File: config.mk
export PLATFORM = sky130hd
export DESIGN_NAME = deint_addr_gen
export DESIGN_NICKNAME = d
export VERILOG_FILES = /design/src/rtl/deint_addr_gen.sv
export SDC_FILE = /design/constraint.sdc
export NUM_CORES = 1
export LEC_CHECK = 0
export CORE_ASPECT_RATIO = 0.8
export CORE_MARGIN = 2
export CORE_UTILIZATION = 35
export CTS_CLUSTER_DIAMETER = 120
export DETAILED_ROUTE_END_ITERATION = 8
export PLACE_DENSITY = 0.54
export SLEW_MARGIN = 5
export SYNTH_ARGS = -nofsm -noshare
export SYNTH_HDL_FRONTEND = slang
export SYNTH_SLANG_ARGS = --single-unit
File: constraint.sdc
create_clock -name clk -period 4.2 [get_ports clk]
set_input_delay 0.63 -clock clk [delete_from_list [all_inputs] [get_ports clk]]
set_output_delay 0.63 -clock clk [all_outputs]
set_load 0.03 [all_outputs]
File: src/rtl/deint_addr_gen.sv
// Write/read address generator for the deinterleaver block RAM: accepts one code block,
// emits write strobes/addresses at a per-length base, then serves read addresses on request.
// Optional build macro DEINT_LEN_CHECK_EN rejects unsupported block lengths with an err pulse.
module deint_addr_gen #(
    parameter int ADDR_W   = 16,
    parameter int LEN_W    = 13,
    parameter int BASE_OFS = 0
) (
    input  logic              clk,
    input  logic              n_rst,
    input  logic              din_vld,
    input  logic [LEN_W-1:0]  m_len,
    input  logic              rd_req,
    output logic              wen,
    output logic [ADDR_W-1:0] wr_addr,
    output logic [ADDR_W-1:0] rd_addr,
    output logic              rd_vld,
    output logic              busy,
    output logic              done,
    output logic              err
);

    typedef enum logic [1:0] {IDLE, WRITE, TURN, READ} state_t;

    state_t            state_q;
    logic [LEN_W-1:0]  len_q;
    logic [ADDR_W-1:0] base_q;
    logic [ADDR_W-1:0] wcnt_q;
    logic [ADDR_W-1:0] rcnt_q;
    logic              wen_q;
    logic [ADDR_W-1:0] wr_addr_q;
    logic [ADDR_W-1:0] rd_addr_q;
    logic              rd_vld_q;
    logic              done_q;

    logic              accept_d;
    logic [ADDR_W-1:0] new_base_d;
    logic [ADDR_W-1:0] wr_addr_d;
    logic [ADDR_W-1:0] rd_addr_d;
    logic [ADDR_W-1:0] last_idx_d;

    // RAM sub-region start for each supported code block length; unknown lengths map to 0.
    function automatic logic [ADDR_W-1:0] tableBase(input logic [LEN_W-1:0] len);
        case (len)
            LEN_W'(288):  tableBase = ADDR_W'(0);
            LEN_W'(672):  tableBase = ADDR_W'(288);
            LEN_W'(1056): tableBase = ADDR_W'(960);
            LEN_W'(432):  tableBase = ADDR_W'(2016);
            LEN_W'(1872): tableBase = ADDR_W'(2448);
            LEN_W'(5616): tableBase = ADDR_W'(4320);
            default:      tableBase = ADDR_W'(0);
        endcase
    endfunction

`ifdef DEINT_LEN_CHECK_EN
    function automatic logic inTable(input logic [LEN_W-1:0] len);
        case (len)
            LEN_W'(288), LEN_W'(672), LEN_W'(1056),
            LEN_W'(432), LEN_W'(1872), LEN_W'(5616): inTable = 1'b1;
            default:                                 inTable = 1'b0;
        endcase
    endfunction

    assign accept_d = inTable(m_len);
`else
    assign accept_d = (m_len != '0);
`endif

    assign new_base_d = tableBase(m_len) + ADDR_W'(BASE_OFS);
    assign wr_addr_d  = base_q + wcnt_q;
    assign rd_addr_d  = base_q + rcnt_q + ADDR_W'(1);
    assign last_idx_d = ADDR_W'(len_q) - ADDR_W'(1);

    always_ff @(posedge clk or negedge n_rst) begin
        if (!n_rst) begin
            state_q   <= IDLE;
            len_q     <= '0;
            base_q    <= '0;
            wcnt_q    <= '0;
            rcnt_q    <= '0;
            wen_q     <= 1'b0;
            wr_addr_q <= '0;
            rd_addr_q <= '0;
            rd_vld_q  <= 1'b0;
            done_q    <= 1'b0;
        end else begin
            wen_q  <= 1'b0;
            done_q <= 1'b0;
            case (state_q)
                IDLE: begin
                    // The accepting cycle already carries sample 0 of the block.
                    if (din_vld && accept_d) begin
                        len_q     <= m_len;
                        base_q    <= new_base_d;
                        wcnt_q    <= ADDR_W'(1);
                        wen_q     <= 1'b1;
                        wr_addr_q <= new_base_d;
                        state_q   <= (m_len == LEN_W'(1)) ? TURN : WRITE;
                    end
                end
                WRITE: begin
                    if (din_vld) begin
                        wen_q     <= 1'b1;
                        wr_addr_q <= wr_addr_d;
                        wcnt_q    <= wcnt_q + ADDR_W'(1);
                        if (wcnt_q == last_idx_d) begin
                            state_q <= TURN;
                        end
                    end
                end
                TURN: begin
                    rcnt_q    <= '0;
                    rd_addr_q <= base_q;
                    rd_vld_q  <= 1'b1;
                    state_q   <= READ;
                end
                READ: begin
                    if (rd_req) begin
                        rcnt_q    <= rcnt_q + ADDR_W'(1);
                        rd_addr_q <= rd_addr_d;
                        if (rcnt_q == last_idx_d) begin
                            rd_vld_q <= 1'b0;
                            done_q   <= 1'b1;
                            state_q  <= IDLE;
                        end
                    end
                end
                default: state_q <= IDLE;
            endcase
        end
    end

`ifdef DEINT_LEN_CHECK_EN
    logic err_q;

    // Every rejected din_vld cycle in IDLE is reported on its own; nothing is latched.
    always_ff @(posedge clk or negedge n_rst) begin
        if (!n_rst) begin
            err_q <= 1'b0;
        end else begin
            err_q <= (state_q == IDLE) && din_vld && !accept_d;
        end
    end

    assign err = err_q;
`else
    assign err = 1'b0;
`endif

    assign wen     = wen_q;
    assign wr_addr = wr_addr_q;
    assign rd_addr = rd_addr_q;
    assign rd_vld  = rd_vld_q;
    assign busy    = (state_q != IDLE);
    assign done    = done_q;

endmodule
Word level (Yosys, flattened, before mapping)
Cells that the tools add are included.
{ "totals": {"n_memories": 0, "ramBits": 0, "latch_bits": 0, "out_inout_bits": 37, "romBits": 0, "register_bits": 98} }
{ "op_classes": {"mul": 0, "eq_ne": 16, "div_mod_pow": 0, "reduce_logical": 11, "shifts": 0, "muxes": 27, "bitwise_logic": 0, "addsub": 6, "magnitude_cmp": 0} }
{ "op_table": {"columns": ["op", "count"], "rows": [
  ["case mux 16 bit (2 select lines)", 4],
  ["2-to-1 mux 16 bit", 6],
  ["case mux 13 bit (5 select lines)", 1],
  ["adder 16 x 1 -> 16 bit, second input constant", 3],
  ["adder 16 bit", 2],
  ["equality test 16 bit", 2],
  ["equality test 13 x 11 -> 1 bit, second input constant", 2],
  ["subtractor 13 x 1 -> 14 bit, second input constant", 1],
  ["equality test 13 x 1 -> 1 bit, second input constant", 1],
  ["equality test 13 x 10 -> 1 bit, second input constant", 1],
  ["equality test 13 bit, second input constant", 1],
  ["equality test 13 x 9 -> 1 bit, second input constant", 1],
  ["nonzero test 13 bit", 1],
  ["2-to-1 mux 2 bit", 6],
  ["!= test 2 bit, second input constant", 5],
  ["case mux 2 bit (4 select lines)", 1],
  ["2-to-1 mux 1 bit", 7],
  ["AND reduction 3 bit", 2],
  ["nonzero test 2 bit", 3],
  ["AND reduction 5 bit", 1],
  ["equality test 2 bit, second input constant", 2],
  ["case mux 1 bit (2 select lines)", 2],
  ["AND reduction 2 bit", 2],
  ["equality test 2 x 1 -> 1 bit, second input constant", 1],
  ["2 further kinds", 2]
]} }

Longest topological paths before layout
Gate-level depths: netlist of run 1.
{ "logic_depth": {"word_depth": 5, "mapped_depth": 11, "ltp_nobuf": 11} }

Worst setup path before layout of run 1
No wires, ideal clock.
{ "synth_path": {"kind": "reg2reg", "start": "register len_q[0]", "end": "register state_q[1]", "path_buffers": 0, "synth_period_minus_slack_ns": 3.462, "required_time_ns": 4.075, "setup_slack_ns": 0.738, "t_arrival_ns": 3.336, "stages_incl_launch_ff": 11, "cell_sequence": "dfrtp_1 -> inv_1 -> ha_1 -> xor2_1 -> o221ai_1 -> or4_1 -> or4_1 -> or4_1 -> o31a_1 -> a211o_1 -> mux2_4"} }
{ "synth_via": {"elab_chain_cells": 4, "elab_cells_between_ends": 6} }
{ "synth_lines": {"columns": ["element", "line_no", "text"], "rows": [
  ["start, declared", "26", "logic [LEN_W-1:0] len_q;"],
  ["start signal, assigned", "93", "len_q <= m_len;"],
  ["subtractor 13 x 1 -> 14 bit (*)", "72", "assign last_idx_d = ADDR_W'(len_q) - ADDR_W'(1);"],
  ["equality test 16 bit, on equally long branches", "121, 106", null],
  ["!= test 2 bit (no line)", null, null],
  ["AND reduction 5 bit (no line) (*)", null, null],
  ["end signal, assigned", "98", "state_q <= (m_len == LEN_W'(1)) ? TURN : WRITE;"],
  ["end, declared", "25", "state_t state_q;"]
]} }
Every way passes the cells marked *; elsewhere a longest branch is shown, timed or not.
A chain may end at the register's enable or synchronous reset.

Final worst setup path of run 1
Ends and elaborated chain as after synthesis.

==> impl_metrics.py, run 1 <==
metrics = {
    "synthesis": {
        "synth.ff_latch_count": 86,
        "syn_avg_cell_area_um2": 8.379,
        "synthesis.nets": 739,
        "yosys_warnings": 0,
        "synth_flop_cell": "dfrtp_1",
        "ys_types": 68,
        "async_reset_ff_frac": 1.000,
        "yosysSeqAreaShare": 0.3696,
        "synthCells": 695,
        "synth_edf_count": 0,
        "syn_area_um2": 5823,
    },
    "final_layout": {
        "fin_util": 0.4146,
        "diodes": 0,
        "drive_gt1_frac": 0.05068,
        "final_area_um2": 6798,
        "fin_cells": 950,
        "area_growth_pct": 16.74,
        "fin_nets": 769,
    },
    "power": {
        "pwr-share-seq": 0.326,
        "swShare": 0.4356,
        "combPwrFrac": 0.460,
        "intPower_uw": 2188,
        "ir_drop_uv": 376.7,
        "p_per_area_nw_per_um2": 570.2,
        "switchingPower_uw": 1688,
        "p_leak_uw": 0.002894,
        "clockPowerShare": 0.214,
    },
    "clock_network": {
        "h-tree-depth": 3,
        "ctsHoldBuffers": 0,
        "cts-buffers-inserted": 9,
        "cts_sinks": 86,
        "cts_max_path_buffers": 2,
        "ctsResizeCount": 0,
        "root_buffer": "clkbuf_16",
        "cts_setup_buffers": 0,
        "clock_latency_ns": 0.35,
        "cts_tree": "done",
        "clk_pin_slew_ns": 0.07,
    },
    "worst_setup_path": {
        "r2r_start": "len_q[0]",
        "endpoint_kind": "flop",
        "critPathMaxFanout": 4,
        "crit_family": "simple AND/OR/NAND/NOR gates",
        "crit_start": "len_q[0]",
        "cp_slowest_cell": "or4_1",
        "cp_common_cell": "or4_1",
        "cp_slowest_stage_delay_ns": 0.54,
        "critPathArrivalTime_ns": 4.00,
        "path_buf_inv": 1,
        "crit_chain": "inv_1, ha_1, xor2_1, o221ai_1, or4_1, or4_1, or4_1, o31a_1, a211o_1, mux2_4",
        "start_kind": "flop",
        "crit_required_ns": 4.44,
        "crit_type": "reg2reg",
    },
    "placed_design": {
        "post_dp_cell_area_um2": 6497,
        "dp.cells": 934,
        "gp_congestion": 0.8782,
        "portBuffers": 52,
        "dp_hpwl_um": 13360,
    },
    "timing": {
        "tightest_slew_ns": 0.9328,
        "rsz0062_at_grt": "no",
        "fin_crit_sh": 0.8955,
        "relSlewSlack": 0.3739,
        "fin_setup_tns_ns": 0,
        "hold_viol_final": 0,
        "fmax_ghz": 0.2659,
        "skew_ns": 0.01104,
        "fin_crit_ns": 3.761,
        "slew_viol_final": 0,
        "setup_violations": 0,
    },
    "floorplan": {
        "dieArea_um2": 17690,
        "dieWidth_um": 148.2,
        "fp.dieH_um": 119.4,
        "pin_count": 54,
        "initial_core_util": 0.3552,
        "core_area_um2": 16400,
        "rows": 42,
    },
    "grt": {
        "grt_overflow": 0,
        "grt_pass1_wl_um": 28060,
        "grt_pass1_vias": 4937,
        "antenna_found_initial": 0,
        "grt_max_degree": 55,
        "grt_usage": 0.2059,
    },
    "drt": {
        "drt_iter0_markers": 492,
        "routedWlPerCell_um": 18.43,
        "drtPass1Iterations": 6,
        "via_per_inst": 5.565,
        "drc": 0,
        "routed_wl_um": 17500,
        "final_antenna_net_count": 0,
        "vias": 5287,
    },
    "job": {
        "max-cap-violations": 0,
    },
    "min_path": {
        "hold_path_class": "in2async",
    },
    "run_status": {
        "status": "finished, final reports clean",
    },
}
==> registers in the layout, summed over array words and instances, names as in the netlist <==
signal and flops:
rcnt_q 16, wcnt_q 16, done 1, wr_addr 16, wen 1, rd_addr 12
base_q 8, len_q 13, state_q 2, rd_vld 1
==> cell type report <==
class / instances / area, um^2
fillers: 1664 / 9598
flip-flops and latches: 86 / 2152
inverters: 20 / 75.07
multi-input cells: 545 / 3395
clock inverters: 6 / 71.32
well taps: 220 / 275.3
repair buffers: 63 / 600.6
clock buffers: 10 / 229.0
==> logic make-up after synthesis <==
kind of cell / Yosys count / share of synthesized area
AO/OA/AOI/OAI: 159 / 0.1721
XOR/XNOR: 51 / 0.07671
adder cells (fa/ha/maj): 28 / 0.06102
buffers and inverters: 64 / 0.04748
flip-flops: 86 / 0.3696
multiplexers: 9 / 0.01676
other: 1 / 0.0006440
AND/OR/NAND/NOR: 297 / 0.2557
==> power by group through the flow <==
stage          Sequential [uW]  Combinational, uW  Clock [uW]
2_1_floorplan             1280               1180           0
3_3_place_gp              1280               1770           0
3_5_place_dp              1280               1770           0
4_1_cts                   1260               1780         843
5_1_grt                   1300               1960         869
6_report                  1270               1780         829
==> per-layer routing <==
metal | GRT usage | wire, um
met1 | 0.3254 | 9199
met2 | 0.2891 | 7309
met3 | 0.03640 | 784
met4 | 0.04464 | 210
met5 | 0 | 0
==> placed cells by master (no fill, tap or decap), drive strengths merged, types with 12 or more instances in the layout <==
master          n
nand2          94
a21oi          42
nand4          14
ha             26
clkdlybuf4s50  51
nand3          40
xor2           21
nor2           59
xnor2          30
dfrtp          86
nor3           13
o21ai          49
buf            12
inv            21
and3           12
==> per-stage QoR <==
stage	hold slack (ns)	setup slack, ns	total power [uW]
2_1_floorplan	0.3344	0.7384	2455
3_3_place_gp	0.4667	0.3893	3049
3_5_place_dp	0.4657	0.3490	3050
4_1_cts	0.3536	0.4359	3887
5_1_grt	0.3947	0.2801	4122
6_report	0.3289	0.4387	3876
==> path summary, 6_finish.rpt <==
kind,to,slack [ns],cells after the start
max,state_q[1],0.44,10
min reg2reg,wr_addr[11],0.48,2
min in group clk,wr_addr[11],0.48,2
min,done,0.33,1
max reg2reg,state_q[1],0.44,10
max in group asynchronous,wcnt_q[10],2.93,2
==> cell usage after synthesis (3+ instances only) <==
cell	instances	share of area
nor3_1	11	0.0095
o221ai_1	4	0.0060
buf_2	5	0.0043
nor4b_1	5	0.0075
o21ai_0	47	0.040
a21o_1	10	0.013
ha_1	26	0.056
xor2_1	21	0.032
nand3b_1	7	0.0090
dfrtp_1	86	0.37
nand4_1	14	0.015
a22o_1	9	0.014
mux2i_1	6	0.010
o211ai_1	8	0.010
buf_4	6	0.0077
and2_1	4	0.0043
or3_1	9	0.0097
nor3b_1	4	0.0052
nor2b_1	8	0.0086
a211o_1	3	0.0045
inv_1	20	0.013
nor2_1	58	0.037
or4_1	7	0.0090
or2_2	3	0.0032
and3_1	12	0.013
a21oi_1	42	0.036
nand2_1	94	0.061
nor4_1	4	0.0043
a31oi_1	5	0.0054
xnor2_1	30	0.045
o31ai_1	3	0.0039
nand3_1	40	0.034
nand2b_1	8	0.0086
clkbuf_1	31	0.020
o22ai_1	4	0.0043
(Power assumes the default switching activity.)
==> run 2: changes to the inputs <==
--- a/config.mk
+++ b/config.mk
@@ -5,6 +5,7 @@
 export SDC_FILE = /design/constraint.sdc
 export NUM_CORES = 1
 export LEC_CHECK = 0
+export CAP_MARGIN = 5
 export CORE_ASPECT_RATIO = 0.8
 export CORE_MARGIN = 2
 export CORE_UTILIZATION = 35
==> results of run 2 <==
The final DEF is identical to that of run 1; final timing and power are the same.
==> run 3: changes to the inputs <==
--- a/config.mk
+++ b/config.mk
@@ -7,10 +7,10 @@
 export LEC_CHECK = 0
 export CAP_MARGIN = 5
 export CORE_ASPECT_RATIO = 0.8
-export CORE_MARGIN = 2
 export CORE_UTILIZATION = 35
 export CTS_CLUSTER_DIAMETER = 120
 export DETAILED_ROUTE_END_ITERATION = 8
+export GPL_ROUTABILITY_DRIVEN = 0
 export PLACE_DENSITY = 0.54
 export SLEW_MARGIN = 5
 export SYNTH_ARGS = -nofsm -noshare
==> run 3 against run 2 <==
Compared with the run above:
- first-iteration DRC count decreased by 4.5%
- sequential power grew 5%
- largest cell class unchanged
- critical path type unchanged
- flip-flop and latch count is the same
==> impl_metrics.py, run 3 (synthesis results as in run 1) <==
metrics = {
    "run_status": {
        "status": "finished, final reports clean",
    },
    "timing": {
        "slew_viol_final": 0,
        "hold_viol_final": 0,
        "fin_crit_ns": 3.723,
        "fmax_ghz": 0.2686,
        "tightest_slew_ns": 0.8921,
        "fin_setup_tns_ns": 0,
        "rsz0062_at_grt": "no",
        "relSlewSlack": 0.3969,
        "fin_crit_sh": 0.8864,
        "skew_ns": 0.007950,
        "hold_slack_ns": 0.4010,
        "setup_violations": 0,
    },
    "worst_setup_path": {
        "critPathMaxFanout": 4,
        "crit_chain": "inv_1, ha_1, xor2_1, o221ai_1, or4_1, or4_1, or4_1, o31a_1, a211o_1, mux2_4",
        "critPathArrivalTime_ns": 3.97,
        "endpoint_kind": "flop",
        "crit_type": "reg2reg",
        "cp_slowest_cell": "or4_1",
        "start_kind": "flop",
        "cp_common_cell": "or4_1",
        "cp_slowest_stage_delay_ns": 0.53,
        "crit_required_ns": 4.44,
    },
    "drt": {
        "routed_wl_um": 17070,
        "drc": 0,
        "routedWlPerCell_um": 18.20,
        "vias": 5311,
        "via_per_inst": 5.662,
        "drt_iter0_markers": 470,
        "drtPass1Iterations": 7,
        "final_antenna_net_count": 0,
    },
    "grt": {
        "grt_pass1_vias": 5071,
        "grt_max_degree": 69,
        "grt_pass1_wl_um": 27700,
        "antenna_found_initial": 0,
        "grt_overflow": 0,
        "grt_usage": 0.2070,
    },
    "floorplan": {
        "pin_count": 54,
        "initial_core_util": 0.3638,
        "fp.dieH_um": 117.4,
        "rows": 41,
        "dieWidth_um": 146.2,
        "dieArea_um2": 17160,
        "core_area_um2": 16010,
    },
    "final_layout": {
        "diodes": 0,
        "fin_nets": 764,
        "layout_common_cells": "nand2_1 (94), dfrtp_1 (86), nor2_1 (58), clkdlybuf4s50_1 (51), o21ai_0 (47)",
        "drive_gt1_frac": 0.04011,
        "area_growth_pct": 15.81,
        "final_common_cell": "nand2_1",
    },
    "clock_network": {
        "cts_sinks": 86,
        "ctsResizeCount": 0,
        "clock_latency_ns": 0.36,
        "clk_pin_slew_ns": 0.06,
        "cts_tree": "done",
        "ctsHoldBuffers": 0,
        "cts-buffers-inserted": 9,
        "root_buffer": "clkbuf_16",
        "cts_setup_buffers": 0,
        "cts_max_path_buffers": 2,
        "h-tree-depth": 3,
    },
    "placed_design": {
        "portBuffers": 52,
        "dp_hpwl_um": 12530,
    },
    "power": {
        "p_per_area_nw_per_um2": 565.1,
        "p_leak_uw": 0.002867,
        "ir_drop_uv": 312.2,
    },
    "job": {
        "max-cap-violations": 0,
    },
    "min_path": {
        "hold_path_class": "in2async",
    },
}
[run 3: changes by cell type in the layout (fill, tap and decap cells not counted)]
cell	before	now
buf_4	12	7
clkbuf_1	1	2
clkbuf_8	0	2
clkinv_2	1	0
clkinv_4	2	0
clkinvlp_4	1	0
inv_8	1	0
[run 3: worst max-delay path, delay by kind of cell, from the launching register on]
kind,cells,cell delay [ns]
AO/OA/AOI/OAI,3,0.68
buffers and inverters,1,0.10
adder cells (fa/ha/maj),1,0.34
multiplexers,1,0.30
flip-flops,1,0.46
XOR/XNOR,1,0.15
AND/OR/NAND/NOR,3,1.59
[run 3: path summary, 6_finish.rpt]
path / slack [ns] / end / cells after the start / from
max: 0.48 / state_q[1] / 10 / len_q[0]
min: 0.40 / rd_addr[5] / 1 / n_rst
max reg2reg: 0.48 / state_q[1] / 10 / len_q[0]
min reg2reg: 0.48 / rd_addr[7] / 1 / rd_addr[7]
max in group asynchronous: 2.93 / rcnt_q[6] / 2 / n_rst
min in group clk: 0.48 / rd_addr[7] / 1 / rd_addr[7]
[run 3: layout make-up]
cell class	instances	area (um^2)
fill	1619	9261
multi-input combinational	545	3395
sequential	86	2152
timing repair buffer	58	563.0
tap	215	269.0
clock buffer	13	260.3
inverter	20	75.07
clock inverter	1	30.03
[run 3: report_power, final]
group          switching [uW]  internal (uW)
clock                     330            488
sequential                325           1010
combinational             983            679
total                    1640           2170
[run 3: stage by stage]
step | setup slack (ns) | cell area, um^2 | cells | util | power, uW
after floorplan | 0.7384 | 5823 | 695 | - | 2455
after global placement | 0.4761 | 6454 | 924 | 0.4032 | 2951
after detailed placement | 0.4164 | 6454 | 924 | 0.4032 | 2975
after CTS | 0.4691 | 6744 | 938 | 0.4214 | 3809
after global routing | 0.3333 | 6744 | 938 | 0.4214 | 4043
final | 0.4771 | 6744 | 938 | 0.4214 | 3811
[run 3: per-layer routing]
| metal | global-route usage | up-vias | share of wire |
|---|---|---|---|
| met5 | 0 | - | 0 |
| met4 | 0.07161 | 0 | 0.026 |
| met3 | 0.04280 | 37 | 0.067 |
| met2 | 0.2973 | 187 | 0.42 |
| met1 | 0.3041 | 2562 | 0.49 |
| li1 | - | 2525 | - |
